### config.mk
export PLATFORM = sky130hd
export DESIGN_NAME = or1200_pad_engine_flat
export DESIGN_NICKNAME = d
export VERILOG_FILES = /design/src/rtl/or1200_pad_engine_if.sv /design/src/rtl/or1200_pad_engine.sv /design/src/flat_wrapper.sv
export SDC_FILE = /design/constraint.sdc
export NUM_CORES = 1
export LEC_CHECK = 0
export ABC_AREA = 1
export CORE_ASPECT_RATIO = 1.2
export CORE_MARGIN = 10
export CORE_UTILIZATION = 23
export DETAILED_ROUTE_END_ITERATION = 10
export GPL_ROUTABILITY_DRIVEN = 0
export HOLD_SLACK_MARGIN = 0.03
export SKIP_CTS_REPAIR_TIMING = 1
export SYNTH_ARGS = -nofsm -noshare
export SYNTH_HDL_FRONTEND = slang
export SYNTH_SLANG_ARGS = --single-unit
export TNS_END_PERCENT = 1
### constraint.sdc
create_clock -name clk -period 19.76 [get_ports clk]
set_input_delay 3.952 -clock clk [delete_from_list [all_inputs] [get_ports clk]]
set_output_delay 3.952 -clock clk [all_outputs]
set_load 0.1 [all_outputs]
### src/rtl/or1200_pad_engine_if.sv
// or1200_pad_engine_if: encryption pad handshake between the load-store encryption FSM and the pad engine
interface or1200_pad_engine_if;
  logic         enc_start;
  logic [127:0] enc_key;
  logic [127:0] enc_seed;
  logic [127:0] enc_pad;
  logic         enc_done;
  logic         busy;
  modport master (output enc_start, enc_key, enc_seed, input enc_pad, enc_done, busy);
  modport slave  (input enc_start, enc_key, enc_seed, output enc_pad, enc_done, busy);
endinterface

### src/rtl/or1200_pad_engine.sv
// or1200_pad_engine: iterative 32-bit ARX round engine producing a 128-bit keystream pad
module or1200_pad_engine #(
  parameter int ROUNDS = 8
) (
  input logic                  clk,
  input logic                  rst,
  or1200_pad_engine_if.slave   bus
);
  typedef enum logic [1:0] {IDLE, ROUND, DONE} state_t;
  localparam logic [7:0] LAST = 8'(ROUNDS - 1);
  state_t       state_q, state_d;
  logic [127:0] s_q, s_d, k_q, k_d, pad_q, pad_d;
  logic [7:0]   cnt_q, cnt_d;
  logic         done_q, done_d;
  logic [31:0]  rk, t0, t1, t2, t3;
  // one ARX round on the current state, round key picked by cnt mod 4
  always_comb begin
    rk = k_q[{cnt_q[1:0], 5'd0} +: 32];
    t0 = (s_q[31:0] + s_q[63:32]) ^ rk;
    t1 = {s_q[56:32], s_q[63:57]} ^ t0;
    t2 = s_q[95:64] + t1;
    t3 = {s_q[114:96], s_q[127:115]} ^ t2;
  end
  // next-state and datapath updates; done defaults low so it pulses for one cycle
  always_comb begin
    state_d = state_q;
    s_d     = s_q;
    k_d     = k_q;
    cnt_d   = cnt_q;
    pad_d   = pad_q;
    done_d  = 1'b0;
    case (state_q)
      IDLE: if (bus.enc_start) begin
        s_d     = bus.enc_seed ^ bus.enc_key;
        k_d     = bus.enc_key;
        cnt_d   = 8'd0;
        state_d = ROUND;
      end
      ROUND: begin
        s_d     = {t0, t3, t2, t1};
        cnt_d   = (cnt_q == LAST) ? cnt_q : cnt_q + 8'd1;
        state_d = (cnt_q == LAST) ? DONE : ROUND;
      end
      DONE: begin
        pad_d   = s_q ^ k_q;
        done_d  = 1'b1;
        state_d = IDLE;
      end
      default: state_d = IDLE;
    endcase
  end
  // state registers, cleared asynchronously so a reset abandons any job in flight
  always_ff @(posedge clk or posedge rst) begin
    if (rst) begin
      state_q <= IDLE;
      s_q     <= '0;
      k_q     <= '0;
      cnt_q   <= '0;
      pad_q   <= '0;
      done_q  <= 1'b0;
    end else begin
      state_q <= state_d;
      s_q     <= s_d;
      k_q     <= k_d;
      cnt_q   <= cnt_d;
      pad_q   <= pad_d;
      done_q  <= done_d;
    end
  end
  assign bus.enc_pad  = pad_q;
  assign bus.enc_done = done_q;
  assign bus.busy     = (state_q != IDLE);
endmodule
### src/flat_wrapper.sv
// flat-port wrapper written by rule: the top's interface ports become plain ports
module or1200_pad_engine_flat 
#(
  parameter int ROUNDS = 8
)
  (clk, rst, bus_enc_start, bus_enc_key, bus_enc_seed, bus_enc_pad, bus_enc_done, bus_busy);
  or1200_pad_engine_if bus_i ();
  input logic clk;
  input logic rst;
  input wire logic [$bits(bus_i.enc_start)-1:0] bus_enc_start;
  input wire logic [$bits(bus_i.enc_key)-1:0] bus_enc_key;
  input wire logic [$bits(bus_i.enc_seed)-1:0] bus_enc_seed;
  output wire logic [$bits(bus_i.enc_pad)-1:0] bus_enc_pad;
  output wire logic [$bits(bus_i.enc_done)-1:0] bus_enc_done;
  output wire logic [$bits(bus_i.busy)-1:0] bus_busy;
  assign bus_i.enc_start = bus_enc_start;
  assign bus_i.enc_key = bus_enc_key;
  assign bus_i.enc_seed = bus_enc_seed;
  assign bus_enc_pad = bus_i.enc_pad;
  assign bus_enc_done = bus_i.enc_done;
  assign bus_busy = bus_i.busy;
  or1200_pad_engine #(.ROUNDS(ROUNDS)) u_core (.clk(clk), .rst(rst), .bus(bus_i));
endmodule
==> flow_summary.json, run 1 <==
{
  "status": "completed",
  "synth_edf_count": 0,
  "tns_ps": 0,
  "antenna_found_initial": 5,
  "path_clk_slew_ps": 70,
  "rsz0062_at_grt": "no",
  "path_max_fanout": 72,
  "via_per_inst": 4.76,
  "critical_path_arrival_ps": 6840,
  "placementRows": 128,
  "h-tree-depth": 2,
  "dieHeight_um": 370,
  "wl_per_cell_um": 23.6,
  "grt_max_degree": 151,
  "reg2regPathDepth": 19,
  "worst_slew_pin_slew_ps": 1180,
  "drt_iter0_drc": 2154,
  "multi_input_area_um2": 12400,
  "coreArea_um2": 102000,
  "die_w_um": 312,
  "wl_mm": 111,
  "regArea_um2": 9890,
  "rrSetupSlack_ps": 14290,
  "hp-class": "reg -> reg",
  "setup.worst_path.end_class": "flop",
  "dr.pass1.iters": 8,
  "r2r_end": "u_core.s_q[86]$_DFFE_PP0P_",
  "port_buffers": 388,
  "clk_root_buffer_cell": "clkbuf_16",
  "final_layout_size_suffix_gt1_share_pct": 3.99,
  "io_pins": 389,
  "finClkSkew_ps": 22.6,
  "post-route-util_pct": 29.7,
  "cts_tree": "done",
  "finalHoldViolations": 0,
  "track_usage_pct": 18.4,
  "initial_core_util_pct": 23.2,
  "fillers": 10900,
  "grt_pass1_wl_mm": 156,
  "worstHoldStart": "u_core.bus.enc_pad[29]$_DFFE_PP0P_",
  "crit_start": "bus_enc_start",
  "min_period_ps": 6370,
  "route.antenna.remaining_nets": 0,
  "syn_to_final_growth_pct": 28.2,
  "max_slew_margin_pct": 21.1,
  "syn_avg_cell_area_um2": 7.90,
  "numCtsBuffers": 42,
  "synth_seq_cells": 395,
  "cts_buffer_depth": 3,
  "synth_nets": 3310,
  "dominantRegCellSynth": "dfrtp_1",
  "cp.required_ps": 20230,
  "vias": 22400,
  "layout_common_cells": "1045 x nand2_1, 394 x dfrtp_1, 385 x clkdlybuf4s50_1",
  "hpwl_mm": 88.9,
  "final_common_cell": "nand2_1",
  "endpoint": "u_core.s_q[31]$_DFFE_PP0P_",
  "drc": 0,
  "yosys_warnings": 0,
  "die-area_um2": 116000,
  "grt_pass1_vias": 21700,
  "maxSlewViolCount": 0,
  "synth_cells": 2981,
  "overflow": 0,
  "fmax_mhz": 157,
  "finalSetupViolCount": 0,
  "path_class": "in -> reg",
  "synthesis.area_um2": 23500,
  "clock_latency_ps": 600,
  "max-cap-violations": 0,
  "cts.sinks": 395,
  "synth.distinct_cells": 56,
  "reg2reg_from": "u_core.cnt_q[1]$_DFFE_PP0P_",
  "nets": 3628,
  "worst_setup_path_start_kind": "input pin",
  "synthArstFlopShare_pct": 100,
  "yosysSeqAreaShare_pct": 42.0,
  "fin_crit_sh_pct": 32.2
}
stage by stage:
stage	instances	hold slack, ps	worst slack (ps)	cell area (µm²)
global route	4696	497	13170	30200
CTS	4696	488	13390	30200
global placement	4620	465	12820	28700
finish	4699	484	13390	30200
floorplan	2981	436	4830	23500
detailed placement	4620	473	12790	28700
final cells by class:
type                    instances  share of cell area (%)
flip-flops and latches        395                    32.8
diodes                          3                  0.0249
clock buffers                  59                    4.10
inverters                     176                    2.27
well taps                    1365                    5.66
repair buffers                405                    13.3
clock inverters                17                   0.817
multi-input cells            2279                    41.1
critical path, stage by stage:
cell	delay (ps)
clkdlybuf4s50_1	510
nand2_4	470
inv_4	560
nor2_4	50
inv_2	450
buf_4	530
nand3_1	140
o21a_1	130
sequential cells by signal, indices dropped and copies added (netlist names):
register and flops:
u_core.bus.enc_done 1, u_core.bus.enc_pad 128, u_core.cnt_q 8, u_core.k_q 128
u_core.s_q 128, u_core.state_q 2
metal layers:
metal	up-vias	routed length, µm	GRT usage, %
met5	-	27	0
met4	4	8060	11.3
met3	265	8310	3.61
met2	1087	48000	28.2
met1	10700	46700	23.5
li1	10300	-	-
Yosys cell counts, types with 4 or more instances:
master | n | area [µm²]
o21ai_1 | 18 | 90.1
o21bai_1 | 11 | 82.6
a22oi_1 | 5 | 37.5
nand4_1 | 10 | 62.6
buf_4 | 6 | 45.0
o211ai_1 | 26 | 195
nor2_1 | 90 | 338
xor2_1 | 116 | 1020
a31oi_1 | 4 | 25.0
ha_1 | 68 | 851
o21ai_0 | 324 | 1620
nand3_1 | 84 | 420
nor3_1 | 17 | 85.1
or2_2 | 5 | 31.3
buf_1 | 12 | 45.0
a32oi_1 | 20 | 175
dfrtp_1 | 395 | 9880
o21ai_2 | 9 | 78.8
a21oi_1 | 111 | 556
xnor2_1 | 245 | 2150
buf_6 | 7 | 78.8
nand2_2 | 4 | 25.0
inv_1 | 172 | 646
a21oi_2 | 5 | 43.8
o221ai_1 | 13 | 114
clkbuf_1 | 85 | 319
buf_2 | 19 | 95.1
nand2_1 | 1047 | 3930
a21o_1 | 6 | 45.0
cell families after synthesis:
kind of cell / after synthesis / synth area share (%)
buf+inv: 307 / 5.46
fa+ha+maj: 70 / 3.78
compound gates: 578 / 14.0
flops: 395 / 42.0
xor+xnor: 363 / 13.6
simple gates: 1268 / 21.1
worst min-delay path by stage:
stage	end	slack [ps]	depth (start not counted)
finish	u_core.bus.enc_pad[29]$_DFFE_PP0P_	480	2
global route	u_core.bus.enc_pad[41]$_DFFE_PP0P_	500	2
CTS	u_core.bus.enc_pad[117]$_DFFE_PP0P_	490	2
detailed placement	u_core.bus.enc_pad[47]$_DFFE_PP0P_	470	2
global placement	u_core.bus.enc_pad[10]$_DFFE_PP0P_	470	2
floorplan	u_core.bus.enc_done$_DFF_PP0_	440	1
Power of run 1 is left out: the tool's default activity adds up to more than one toggle a clock period on the data nets, which glitch-free logic cannot reach.
==> inputs of run 2 (changes only) <==
- clock period: 19.76 -> 5.8 ns (I/O delays scaled with it)
==> flow_summary.json, run 2 (synthesized netlist as in run 1, its figures left out) <==
{
  "io_pins": 389,
  "wl_per_cell_um": 24.2,
  "fin_cells": 4700,
  "hp-class": "reg -> reg",
  "coreArea_um2": 102000,
  "setup.worst_path.end_class": "flop",
  "tns_ps": 0,
  "grt_max_degree": 194,
  "drc": 0,
  "rsz0062_at_grt": "no",
  "worst_setup_path_start_kind": "flop",
  "endpoint": "u_core.s_q[91]$_DFFE_PP0P_",
  "reg2reg_from": "u_core.s_q[0]$_DFFE_PP0P_",
  "final_common_cell": "nand2_1",
  "cts.sinks": 395,
  "clk_root_buffer_cell": "clkbuf_16",
  "finClkSkew_ps": 27.3,
  "finalHoldViolations": 0,
  "overflow": 0,
  "fin_crit_sh_pct": 88.2,
  "maxSlewViolCount": 0,
  "crit_start": "u_core.s_q[0]$_DFFE_PP0P_",
  "hpwl_mm": 90.0,
  "track_usage_pct": 18.9,
  "nets": 3631,
  "syn_to_final_growth_pct": 28.6,
  "initial_core_util_pct": 23.2,
  "fmax_mhz": 196,
  "via_per_inst": 4.80,
  "min_period_ps": 5110,
  "post-place-cells": 4622,
  "rrSetupSlack_ps": 690,
  "placementRows": 128,
  "cts_tree": "done",
  "finalSetupViolCount": 0,
  "die-area_um2": 116000,
  "r2r_end": "u_core.s_q[91]$_DFFE_PP0P_",
  "max-cap-violations": 0,
  "path_class": "reg -> reg",
  "status": "completed",
  "dr.pass1.iters": 8,
  "wl_mm": 114,
  "route.antenna.remaining_nets": 0,
  "dieHeight_um": 370,
  "critical_path_arrival_ps": 5590,
  "fillers": 11100,
  "cts_buffer_depth": 3,
  "reg2regPathDepth": 21,
  "grt_pass1_wl_mm": 161,
  "worst_slew_pin_slew_ps": 1190,
  "numCtsBuffers": 43,
  "vias": 22600,
  "clock_latency_ps": 600,
  "path_max_fanout": 3,
  "grt_pass1_vias": 22300,
  "cp.required_ps": 6270,
  "final_layout_size_suffix_gt1_share_pct": 4.14,
  "path_clk_slew_ps": 70,
  "h-tree-depth": 2,
  "max_slew_margin_pct": 20.5,
  "layout_common_cells": "1045 x nand2_1, 394 x dfrtp_1, 386 x clkdlybuf4s50_1",
  "port_buffers": 388,
  "die_w_um": 312,
  "drt_iter0_drc": 2371,
  "place_area_um2": 28800,
  "stdcell_area_um2": 30300,
  "antenna_found_initial": 1
}
run 2: cell types whose count changed in the layout (fill, tap and decap cells not counted), sizes merged:
cell / delta
clkdlybuf4s50: +1
buf: +1
diode: -2
bufinv: -2
clkinvlp: +3
run 2: worst max-delay path, stage by stage (launching register included):
cell	delay [ps]
dfrtp_1	410
ha_1	250
fa_1	410
nand2_1	80
nand2_1	70
o21ai_2	120
o21ai_2	130
a21oi_2	440
o21ai_0	220
xnor2_1	350
xor2_1	470
ha_1	370
nand2_1	80
nand2_1	100
a21oi_1	290
o21ai_0	180
a221oi_1	510
nand3_1	210
nand2_1	110
nand2_1	50
nand3_1	60
nand2_1	70
run 2: how the worst min path moves through the flow:
stage,start,end,slack (ps),cells after the start
2_1_floorplan,u_core.state_q[0]$_DFFE_PP0P_,u_core.bus.enc_done$_DFF_PP0_,440,1
3_3_place_gp,u_core.bus.enc_pad[11]$_DFFE_PP0P_,u_core.bus.enc_pad[11]$_DFFE_PP0P_,460,2
3_5_place_dp,u_core.bus.enc_pad[50]$_DFFE_PP0P_,u_core.bus.enc_pad[50]$_DFFE_PP0P_,470,2
4_1_cts,u_core.bus.enc_pad[50]$_DFFE_PP0P_,u_core.bus.enc_pad[50]$_DFFE_PP0P_,490,2
5_1_grt,u_core.bus.enc_pad[118]$_DFFE_PP0P_,u_core.bus.enc_pad[118]$_DFFE_PP0P_,510,2
6_report,u_core.bus.enc_pad[30]$_DFFE_PP0P_,u_core.bus.enc_pad[30]$_DFFE_PP0P_,480,2
run 2: through the flow:
| stage | worst slack [ps] | hold WS (ps) | util [%] |
|---|---|---|---|
| 2_1_floorplan | -676 | 436 | - |
| 3_3_place_gp | 1070 | 465 | 28.3 |
| 3_5_place_dp | 996 | 472 | 28.3 |
| 4_1_cts | 981 | 488 | 29.8 |
| 5_1_grt | 532 | 509 | 29.8 |
| 6_report | 686 | 482 | 29.8 |
run 2: final cells by class:
cell class / count / area [µm²] / share of cell area (%)
Tap cell: 1365 / 1710 / 5.64
Sequential cell: 395 / 9890 / 32.7
Clock buffer: 59 / 1270 / 4.19
Clock inverter: 18 / 219 / 0.723
Multi-Input combinational cell: 2279 / 12400 / 41.0
Inverter: 176 / 681 / 2.25
Antenna cell: 1 / 2.50 / 0.00827
Timing Repair Buffer: 407 / 4110 / 13.6
run 2: per-layer routing:
| layer | GRT usage, % | up-vias | part of all wire (%) |
|---|---|---|---|
| met5 | 0 | - | 0 |
| met4 | 10.2 | 0 | 6.2 |
| met3 | 3.95 | 253 | 8.3 |
| met2 | 29.4 | 1185 | 44 |
| met1 | 24.5 | 10800 | 42 |
| li1 | - | 10300 | - |
Power of run 2 is left out for the same reason.
